File: src/rtl/dac_spi_tx.sv
// dac_spi_tx: one-deep buffered 12-bit SPI frame transmitter for a DAC121S101-class DAC.
// Define DAC_ROUND_EN to round samples to nearest 12-bit code (saturating) instead of truncating.
module dac_spi_tx #(
   parameter int CLK_DIV = 1,
   parameter int GAP_CYC = 2
) (
   input  logic        clk,
   input  logic        rst_n,
   input  logic [15:0] in_sample,
   input  logic        in_valid,
   output logic        in_ready,
   output logic        dac_sync_n,
   output logic        dac_sclk,
   output logic        dac_sdata,
   output logic        busy,
   output logic        frame_done
);
   localparam int CW = $clog2((CLK_DIV > GAP_CYC ? CLK_DIV : GAP_CYC) + 1);

   typedef enum logic [1:0] {IDLE, SHIFT, GAP} state_t;

   state_t        state_q, state_d;
   logic [CW-1:0] cnt_q, cnt_d;
   logic [3:0]    bit_q, bit_d;
   logic [15:0]   shift_q, shift_d;
   logic [11:0]   hold_q, hold_d;
   logic          hold_full_q, hold_full_d;
   logic          sync_n_q, sync_n_d;
   logic          sclk_q, sclk_d;
   logic          sdata_q, sdata_d;
   logic          done_q, done_d;
   logic [11:0]   code;
   logic [15:0]   word;
   logic          expire, gap_end, last_fall;
   logic          unused_lsbs;

`ifdef DAC_ROUND_EN
   // A full-scale integer part cannot round up without wrapping, so it is held
   assign code = (&in_sample[15:4]) ? 12'hFFF : in_sample[15:4] + {11'd0, in_sample[3]};
`else
   assign code = in_sample[15:4];
`endif

   assign unused_lsbs = ^in_sample[3:0];
   assign word        = {4'b0000, hold_q};
   assign expire      = cnt_q == CW'(CLK_DIV - 1);
   assign gap_end     = cnt_q == CW'(GAP_CYC - 1);
   assign last_fall   = expire && !sclk_q && bit_q == 4'd15;

   always_ff @(posedge clk or negedge rst_n) begin
      if (!rst_n) begin
         state_q     <= IDLE;
         cnt_q       <= '0;
         bit_q       <= '0;
         shift_q     <= '0;
         hold_q      <= '0;
         hold_full_q <= 1'b0;
         sync_n_q    <= 1'b1;
         sclk_q      <= 1'b1;
         sdata_q     <= 1'b0;
         done_q      <= 1'b0;
      end else begin
         state_q     <= state_d;
         cnt_q       <= cnt_d;
         bit_q       <= bit_d;
         shift_q     <= shift_d;
         hold_q      <= hold_d;
         hold_full_q <= hold_full_d;
         sync_n_q    <= sync_n_d;
         sclk_q      <= sclk_d;
         sdata_q     <= sdata_d;
         done_q      <= done_d;
      end
   end

   always_comb begin
      state_d = state_q;
      if (state_q == IDLE && hold_full_q) state_d = SHIFT;
      else if (state_q == SHIFT && last_fall) state_d = GAP;
      else if (state_q == GAP && gap_end) state_d = IDLE;
   end

   always_comb begin
      hold_d      = hold_q;
      hold_full_d = hold_full_q;
      shift_d     = shift_q;
      bit_d       = bit_q;
      cnt_d       = cnt_q;
      sync_n_d    = sync_n_q;
      sclk_d      = sclk_q;
      sdata_d     = sdata_q;
      done_d      = 1'b0;
      if (in_valid && !hold_full_q) begin
         hold_d      = code;
         hold_full_d = 1'b1;
      end
      if (state_q == IDLE && hold_full_q) begin
         shift_d     = word;
         sdata_d     = word[15];
         hold_full_d = 1'b0;
         sync_n_d    = 1'b0;
         sclk_d      = 1'b1;
         bit_d       = '0;
         cnt_d       = '0;
      end else if (state_q == SHIFT) begin
         cnt_d = expire ? '0 : cnt_q + CW'(1);
         if (expire) sclk_d = !sclk_q;
         // Next bit is presented on the rising edge, away from the DAC's falling-edge sample
         if (expire && !sclk_q && bit_q != 4'd15) begin
            shift_d = {shift_q[14:0], 1'b0};
            sdata_d = shift_q[14];
            bit_d   = bit_q + 4'd1;
         end
         if (last_fall) begin
            done_d   = 1'b1;
            sync_n_d = 1'b1;
            sdata_d  = 1'b0;
         end
      end else if (state_q == GAP) begin
         cnt_d = gap_end ? '0 : cnt_q + CW'(1);
      end
   end

   assign in_ready   = !hold_full_q;
   assign dac_sync_n = sync_n_q;
   assign dac_sclk   = sclk_q;
   assign dac_sdata  = sdata_q;
   assign busy       = state_q != IDLE;
   assign frame_done = done_q;
endmodule

File: config.mk
export PLATFORM = sky130hd
export DESIGN_NAME = dac_spi_tx
export DESIGN_NICKNAME = d
export VERILOG_FILES = /design/src/rtl/dac_spi_tx.sv
export SDC_FILE = /design/constraint.sdc
export NUM_CORES = 1
export LEC_CHECK = 0
export CAP_MARGIN = 20
export CORE_UTILIZATION = 40
export CTS_CLUSTER_SIZE = 25
export DETAILED_ROUTE_END_ITERATION = 8
export GPL_ROUTABILITY_DRIVEN = 0
export GPL_TIMING_DRIVEN = 0
export PLACE_DENSITY_LB_ADDON = 0.25
export SYNTH_ARGS = -nofsm -noshare
export SYNTH_HDL_FRONTEND = slang
export SYNTH_SLANG_ARGS = --single-unit
File: constraint.sdc
create_clock -name clk -period 3.76 [get_ports clk]
set_clock_uncertainty 0.1 [all_clocks]
set_input_delay 0.752 -clock clk [delete_from_list [all_inputs] [get_ports clk]]
set_output_delay 0.752 -clock clk [all_outputs]
set_load 0.03 [all_outputs]
## Word-level counts from Yosys, hierarchy flattened

Index checks and enable logic that the tools add are counted.

- Register bits after elaboration: 40
- Output and inout port bits: 6

- $add $sub $neg: 2
- Eq/ne operators: 5
- Muxes and demuxes: 29
- Reductions and logical operators: 24

Operator list:

| operator | count |
|---|---|
| $mux 15 | 3 |
| $mux 2 | 8 |
| $mux 1 | 15 |
| $mux 4 | 3 |
| $reduce_bool 2->1 | 6 |
| $reduce_bool 3->1 | 3 |
| $reduce_and 2->1 | 4 |
| $logic_and 1x1->1 | 7 |
| $add 4x1->4 const B | 1 |
| $eq 2x1->1 const B | 2 |
| $eq 4x4->1 const B | 1 |
| $logic_not 2->1 | 2 |
| $ne 4x4->1 const B | 1 |
| $add 2x1->2 const B | 1 |
| $eq 2x2->1 const B | 1 |
| $logic_not 1->1 | 2 |

## Logic depth before layout (Yosys ltp)

Gate-level depths: netlist of run 1.

- Word-level depth: 7
- Depth in mapped cells: 7

## Least setup slack after synthesis of run 1

Ideal clock, no wire load.

- Path type: reg-to-output
- Start point: register state_q[0]
- End point: output port busy
- Arrival: 0.912 ns
- Required time: 2.908 ns
- Setup slack: 1.996 ns
- Stages on the path, launching flop included: 3
- Path buffers: 1
- Cell sequence: dfrtp_1 -> buf_2 -> or2_2

- Cells in the longest elaborated chain, start to end: 1

Ends and longest elaborated chain:

| what | RTL line | text |
|---|---|---|
| start, declared | 22 | `state_t state_q, state_d;` |
| start signal, assigned | 63 | `state_q <= state_d;` |
| $reduce_bool 2->1 | 128 | `assign busy = state_q != IDLE;` |
| end, declared | 15 | `output logic busy,` |

Every way passes these cells.

## Final worst setup path of run 1

Same ends and word-level chain as after synthesis.

==> summary.md, run 1 <==
| Metric | Value |
|---|---|
| Core Area | 4380 µm² |
| Vias | 1392 |
| Final core occ | 49.7% |
| Clock Latency Late Sink | 290 ps |
| Top cell type's share of synthesized area | 51.7% |
| Overflow left after global routing | 0 |
| # setup viols final | 0 |
| All-Layer GR Usage | 16.9% |
| Area leader, netlist | dfrtp_1 |
| Outcome | completed |
| Crit path time final | 2650 ps |
| Avg Cell Area, Syn | 10.5 µm² |
| Nets@finish | 226 |
| Crit Path Max Fanout | 10 |
| Antenna viol nets, final | 0 |
| Initial Util | 42.0% |
| Syn-to-layout area delta | 18.4% |
| Synth top area cells | dfrtp_1 (52%), mux2_2 (7.3%), nand2_1 (5.1%), nand3_1 (4.9%), o211ai_1 (4.1%) |
| Worst hold stages | 2 |
| Yosys warns | 0 |
| Drt first-iter violations | 54 |
| Root Buffer | clkbuf_8 |
| Resize count post-CTS | 0 |
| Std-Cell Rows | 24 |
| Clock sinks | 40 |
| Residual DRC count | 0 |
| Yosys reg bits | 40 |
| Post-Syn Instances | 176 |
| Worst VDD drop | 0.000323 V |
| Leakage dissipation | 0.930 nW |
| Register area share after synthesis | 54.5% |
| Setup TNS | 0 ps |
| Met1 Wirelength | 1650 µm |
| CP max-delay cell | clkdlybuf4s50_1 |
| DP HPWL | 2560 µm |
| Setup slack at placement | 1370 ps |
| Setup CP Type | flip-flop to output pin |
| Top-count cell post-synth | dfrtp_1 |
| Die ar. | 4880 µm² |
| RSZ-0062 raised after global routing | false |
| Pwr/cell area | 664 nW/µm² |
| Clk buf depth | 2 |
| Cell Area, Placed | 2100 µm² |
| R2R depth | 7 |
| Fill count | 403 |
| Syn nets | 199 |
| Final instance area | 2180 µm² |
| R2r endpoint | shift_q[4] |
| Worst EP arrival | 1790 ps |
| Cells along the critical path | buf_2 -> or2_2 -> clkdlybuf4s50_1 |
| Routed WL per cell | 14.0 µm |
| Worst-margin pin slew | 888 ps |
| Maxcap violations | 0 |
| # diodes | 0 |
| CP endpoint kind | output pin |
| CTS tree | built |
| Fraction of layout cells with a size suffix above 1 | 18.2% |
| Hold Startpoint | hold_q[3] |
| Setup crit start kind | flip-flop |
| Top sig layer | met4 |
| Initial antenna violation count | 0 |
| Origin of the critical flop-to-flop path | cnt_q[0] |
| Via/cell ratio | 5.46 |
| Final setup margin | 1110 ps |
| Chip width | 69.8 µm |
| I/O Pins | 25 |
| Endpoints failing hold | 0 |
| Slew margin rel. | 40.8% |
| Flip-flop and latch area | 1000 µm² |
| Post-synth top cells | dfrtp_1 (38), nand2_1 (25), nand3_1 (18) |
| Vias in the first global route | 1382 |
| Crit path required time | 2910 ps |
| First-pass GRT wire length | 6480 µm |
| Hold Path End | shift_q[3] |
| Synth Flop Type | dfrtp_1 |
| Total Routed Length | 3580 µm |
| Max Freq | 0.378 GHz |
| Die Ht | 69.8 µm |
| Post-synth ARST share | 100% |
| Post-synth cell types | 33 |
| Slowest Stage Delay on Critical Path | 600 ps |
| Cell Area, Synth | 1840 µm² |
| CTS buffer count | 5 |
| Pin count of the biggest net entering global routing | 41 |
| Area of the multi-input gates | 744 µm² |
| Fin crit share | 70.4% |
| Pre-antenna DRT Iters | 4 |
| Met2 wire len | 1750 µm |
| Clk slew on worst S/H paths | 70 ps |
| Reg2reg setup slack | 1940 ps |
| HP Class | flip-flop to flip-flop |
| H-tree depth | 2 |
| Setup Buffers After CTS | 0 |
| Buffers on Ports | 20 |
| Max-slew violation count | 0 |
| Met3 Wirelength | 136 µm |
| Post-synth EDFFs | 0 |
| Post-CTS Hold Buffers | 0 |
[state kept, by name, summed over array words and instances, names as in the netlist]
| signal | flops |
|---|---|
| dac_sync_n | 1 |
| dac_sdata | 1 |
| shift_q | 15 |
| frame_done | 1 |
| hold_full_q | 1 |
| bit_q | 4 |
| state_q | 2 |
| cnt_q | 2 |
| dac_sclk | 1 |
| hold_q | 12 |
[layer usage]
layer | up-vias | track usage, %
met5 | - | 0
met4 | 0 | 6.00
met2 | 30 | 26.6
met1 | 682 | 22.3
li1 | 673 | -
met3 | 7 | 4.94
[how the worst max path moves through the flow]
stage,startpoint,end,slack [ps]
detailed placement,in_valid,hold_q[2],1370
global route,state_q[0],busy,1050
global placement,rst_n,hold_q[6],910
floorplan,state_q[0],busy,2000
CTS,state_q[0],busy,1100
finish,state_q[0],busy,1110
[placed cells by master, fill, tap and decap left out, types with 4 or more instances in the layout]
cell              n
a21oi_1          10
buf_2            12
clkbuf_8          5
clkdlybuf4s50_1  19
dfrtp_1          38
ha_1              4
inv_1             6
mux2_2           12
nand2_1          25
nand3_1          18
nor2_1            7
o211ai_1         10
o21ai_0           8
[through the flow]
step           hold slack, ps  power [mW]  std cells
2_1_floorplan             352        1.04        176
3_3_place_gp              378        1.16        248
3_5_place_dp              397        1.20        248
4_1_cts                   417        1.47        255
5_1_grt                   432        1.57        255
6_report                  408        1.45        255
[cell families (layout without fill, tap and decap cells)]
kind of cell | Yosys count | count (layout) | synth area share [%]
adder cells (fa/ha/maj) | 4 | 4 | 2.72
AO/OA/AOI/OAI | 36 | 36 | 12.3
AND/OR/NAND/NOR | 63 | 63 | 17.0
multiplexers | 14 | 14 | 8.43
flip-flops | 40 | 40 | 54.5
buffers and inverters | 19 | 46 | 5.03
[layout make-up]
class                   count  area share [%]
plain buffers              13            3.22
clock inverters             1           0.230
repair buffers             20            8.96
clock buffers               6            3.33
multi-input cells         117            34.2
inverters                   6            1.03
well taps                  52            2.99
flip-flops and latches     40            46.1
[worst max-delay path: cells and delay by family, from the launching register on]
| kind | cells | cell delay [ps] |
|---|---|---|
| DFF | 1 | 410 |
| and+or+nand+nor | 1 | 300 |
| buffers and inverters | 2 | 790 |
[where the power goes]
part | switching (mW) | internal [mW]
Sequential | 0.110 | 0.607
Clock | 0.137 | 0.126
Combinational | 0.237 | 0.231
Note: power is estimated with default switching activity, not from simulation.
==> run 2, diff against run 1 <==
==> constraint.sdc (replaced) <==
create_clock -name clk -period 2.2 [get_ports clk]
set_clock_uncertainty 0.1 [all_clocks]
set_input_delay 0.44 -clock clk [delete_from_list [all_inputs] [get_ports clk]]
set_output_delay 0.44 -clock clk [all_outputs]
set_load 0.03 [all_outputs]
==> run 2 against run 1 <==
- sequential power increased by 70%
- global-route usage is the same
- worst hold slack worse by 240 ps
- design area is essentially flat
- sequential share of layout area barely moved
- first-iteration DRC count did not move
- routed wire length unchanged
- sequential cell count is the same
- setup slack got worse by 1000 ps
- critical endpoint unchanged
- non-clock buffer count did not move
==> summary.md, run 2 (synthesized netlist as in run 1, its figures left out) <==
| Metric | Value |
|---|---|
| Buffers on Ports | 20 (unchanged) |
| Max reg flops | 15 (unchanged) |
| HP Class | input pin to asynchronous set/reset pin (was flip-flop to flip-flop) |
| RSZ-0062 raised after global routing | false (unchanged) |
| Std-Cell Rows | 24 (unchanged) |
| Origin of the critical flop-to-flop path | cnt_q[0] (unchanged) |
| Residual DRC count | 0 (unchanged) |
| Clock Latency Late Sink | 290 ps (about the same) |
| Core Area | 4380 µm² (unchanged) |
| Cell Area, Placed | 2100 µm² (unchanged) |
| Max Freq | 0.478 GHz |
| Maxcap violations | 0 (unchanged) |
| Clk slew on worst S/H paths | 70 ps (about the same) |
| Initial Util | 42.0% (unchanged) |
| DP HPWL | 2560 µm (unchanged) |
| Worst-margin pin slew | 888 ps (unchanged) |
| Drt first-iter violations | 54 (unchanged) |
| DP Cell Count | 248 (unchanged) |
| Initial antenna violation count | 0 (unchanged) |
| Vias | 1392 (unchanged) |
| All-Layer GR Usage | 16.9% (unchanged) |
| Root Buffer | clkbuf_8 (unchanged) |
| Hold_ws | 167 ps (was 408 ps) |
| CTS buffer count | 5 (unchanged) |
| Vias in the first global route | 1382 (unchanged) |
| Slew margin rel. | 40.8% (unchanged) |
| Crit path time final | 2090 ps |
| Reg2reg setup slack | 380 ps (was 1940 ps) |
| CTS tree | built (unchanged) |
| Setup crit start kind | flip-flop (unchanged) |
| # setup viols final | 0 (unchanged) |
| Leakage dissipation | 0.928 nW (was 0.930 nW) |
| Nets@finish | 226 (unchanged) |
| Pwr/cell area | 1140 nW/µm² (was 664 nW/µm²) |
| Max-slew violation count | 0 (unchanged) |
| Crit Path Max Fanout | 10 (unchanged) |
| I/O Pins | 25 (unchanged) |
| Fin cells | 255 (unchanged) |
| Pre-antenna DRT Iters | 4 (unchanged) |
| Fin crit share | 95.0% |
| Power Total | 2.47 mW (was 1.45 mW) |
| Syn-to-layout area delta | 18.3% (was 18.4%) |
| Crit path required time | 1660 ps (was 2910 ps) |
| Total Routed Length | 3580 µm (unchanged) |
| Most common cell after layout, fill and taps aside | dfrtp_1 (unchanged) |
| Clk buf depth | 2 (unchanged) |
| Via/cell ratio | 5.46 (unchanged) |
| Clock sinks | 40 (unchanged) |
| Most flop-heavy register | shift_q (unchanged) |
| CP endpoint kind | output pin (unchanged) |
| Pin count of the biggest net entering global routing | 41 (unchanged) |
| Worst VDD drop | 0.000552 V (was 0.000323 V) |
| # diodes | 0 (unchanged) |
| Most frequent cells in the layout | dfrtp_1 (38), nand2_1 (25), nand3_1 (18), clkdlybuf4s50_1 (18) (was dfrtp_1 (38), nand2_1 (25), clkdlybuf4s50_1 (19)) |
| H-tree depth | 2 (unchanged) |
| R2r endpoint | shift_q[4] (unchanged) |
| Setup Buffers After CTS | 0 (unchanged) |
| Setup CP Type | flip-flop to output pin (unchanged) |
| Routed WL per cell | 14.0 µm (unchanged) |
| Chip width | 69.8 µm (unchanged) |
| Post-CTS Hold Buffers | 0 (unchanged) |
| Endpoints failing hold | 0 (unchanged) |
| Antenna viol nets, final | 0 (unchanged) |
| Overflow left after global routing | 0 (unchanged) |
| Fraction of layout cells with a size suffix above 1 | 18.2% (unchanged) |
| Top flop regs | shift_q (15), hold_q (12), bit_q (4) (unchanged) |
| Die ar. | 4880 µm² (unchanged) |
| R2R depth | 7 (unchanged) |
| First-pass GRT wire length | 6480 µm (unchanged) |
| Die Ht | 69.8 µm (unchanged) |
| Worst EP arrival | 1550 ps (was 1790 ps) |
| Outcome | completed (unchanged) |
| Final instance area | 2180 µm² (about the same) |
[run 2: cell types whose count changed in the layout (fill, tap and decap cells not counted)]
cell,change
clkdlybuf4s50_1,-1
dlygate4sd2_1,+1
[run 2: where the power goes]
part           total (mW)  switching (mW)  leakage, nW  internal [mW]
Clock               0.450           0.235       0.0410          0.215
Combinational       0.797           0.405        0.395          0.393
Sequential           1.22           0.188        0.493           1.04
Total                2.47           0.827        0.928           1.64
[run 2: layout make-up]
cell class	count	area, µm²
fill	403	2210
multi-input combinational	117	744
timing repair buffer	20	194
tap	52	65.1
inverter	6	22.5
clock inverter	1	5.00
sequential	40	1000
clock buffer	6	72.6
buffer	13	70.1
[run 2: worst max path at each step]
stage	startpoint	end
floorplan	dac_sclk	shift_q[10]
global placement	rst_n	hold_q[6]
detailed placement	in_valid	hold_q[2]
CTS	state_q[0]	busy
global route	state_q[0]	busy
finish	state_q[0]	busy
[run 2: routing by layer]
| metal | global-route usage [%] | part of all wire [%] |
|---|---|---|
| met1 | 22.3 | 46 |
| met2 | 26.6 | 49 |
| met3 | 4.94 | 3.8 |
| met4 | 6.00 | 1.3 |
| met5 | 0 | 0 |
[run 2: repair_timing]
action | in CTS | in global routing
endpoints found under the hold margin | 0 | 0
resized for setup | 1 | 0
setup endpoints to repair | 1 | 0
[run 2: metrics by stage]
step / TNS [ps] / worst slack (ps) / utilization, %
2_1_floorplan: 0 / 614 / -
6_report: 0 / 109 / 49.7
3_5_place_dp: 0 / 121 / 47.9
5_1_grt: 0 / 48.2 / 49.7
4_1_cts: 0 / 98.3 / 49.7
3_3_place_gp: -12990 / -343 / 48.0
[run 2: worst max-delay path, stage by stage (launching register included)]
cell and delay [ps]:
dfrtp_1 410, buf_2 190, or2_2 300, dlygate4sd2_1 360
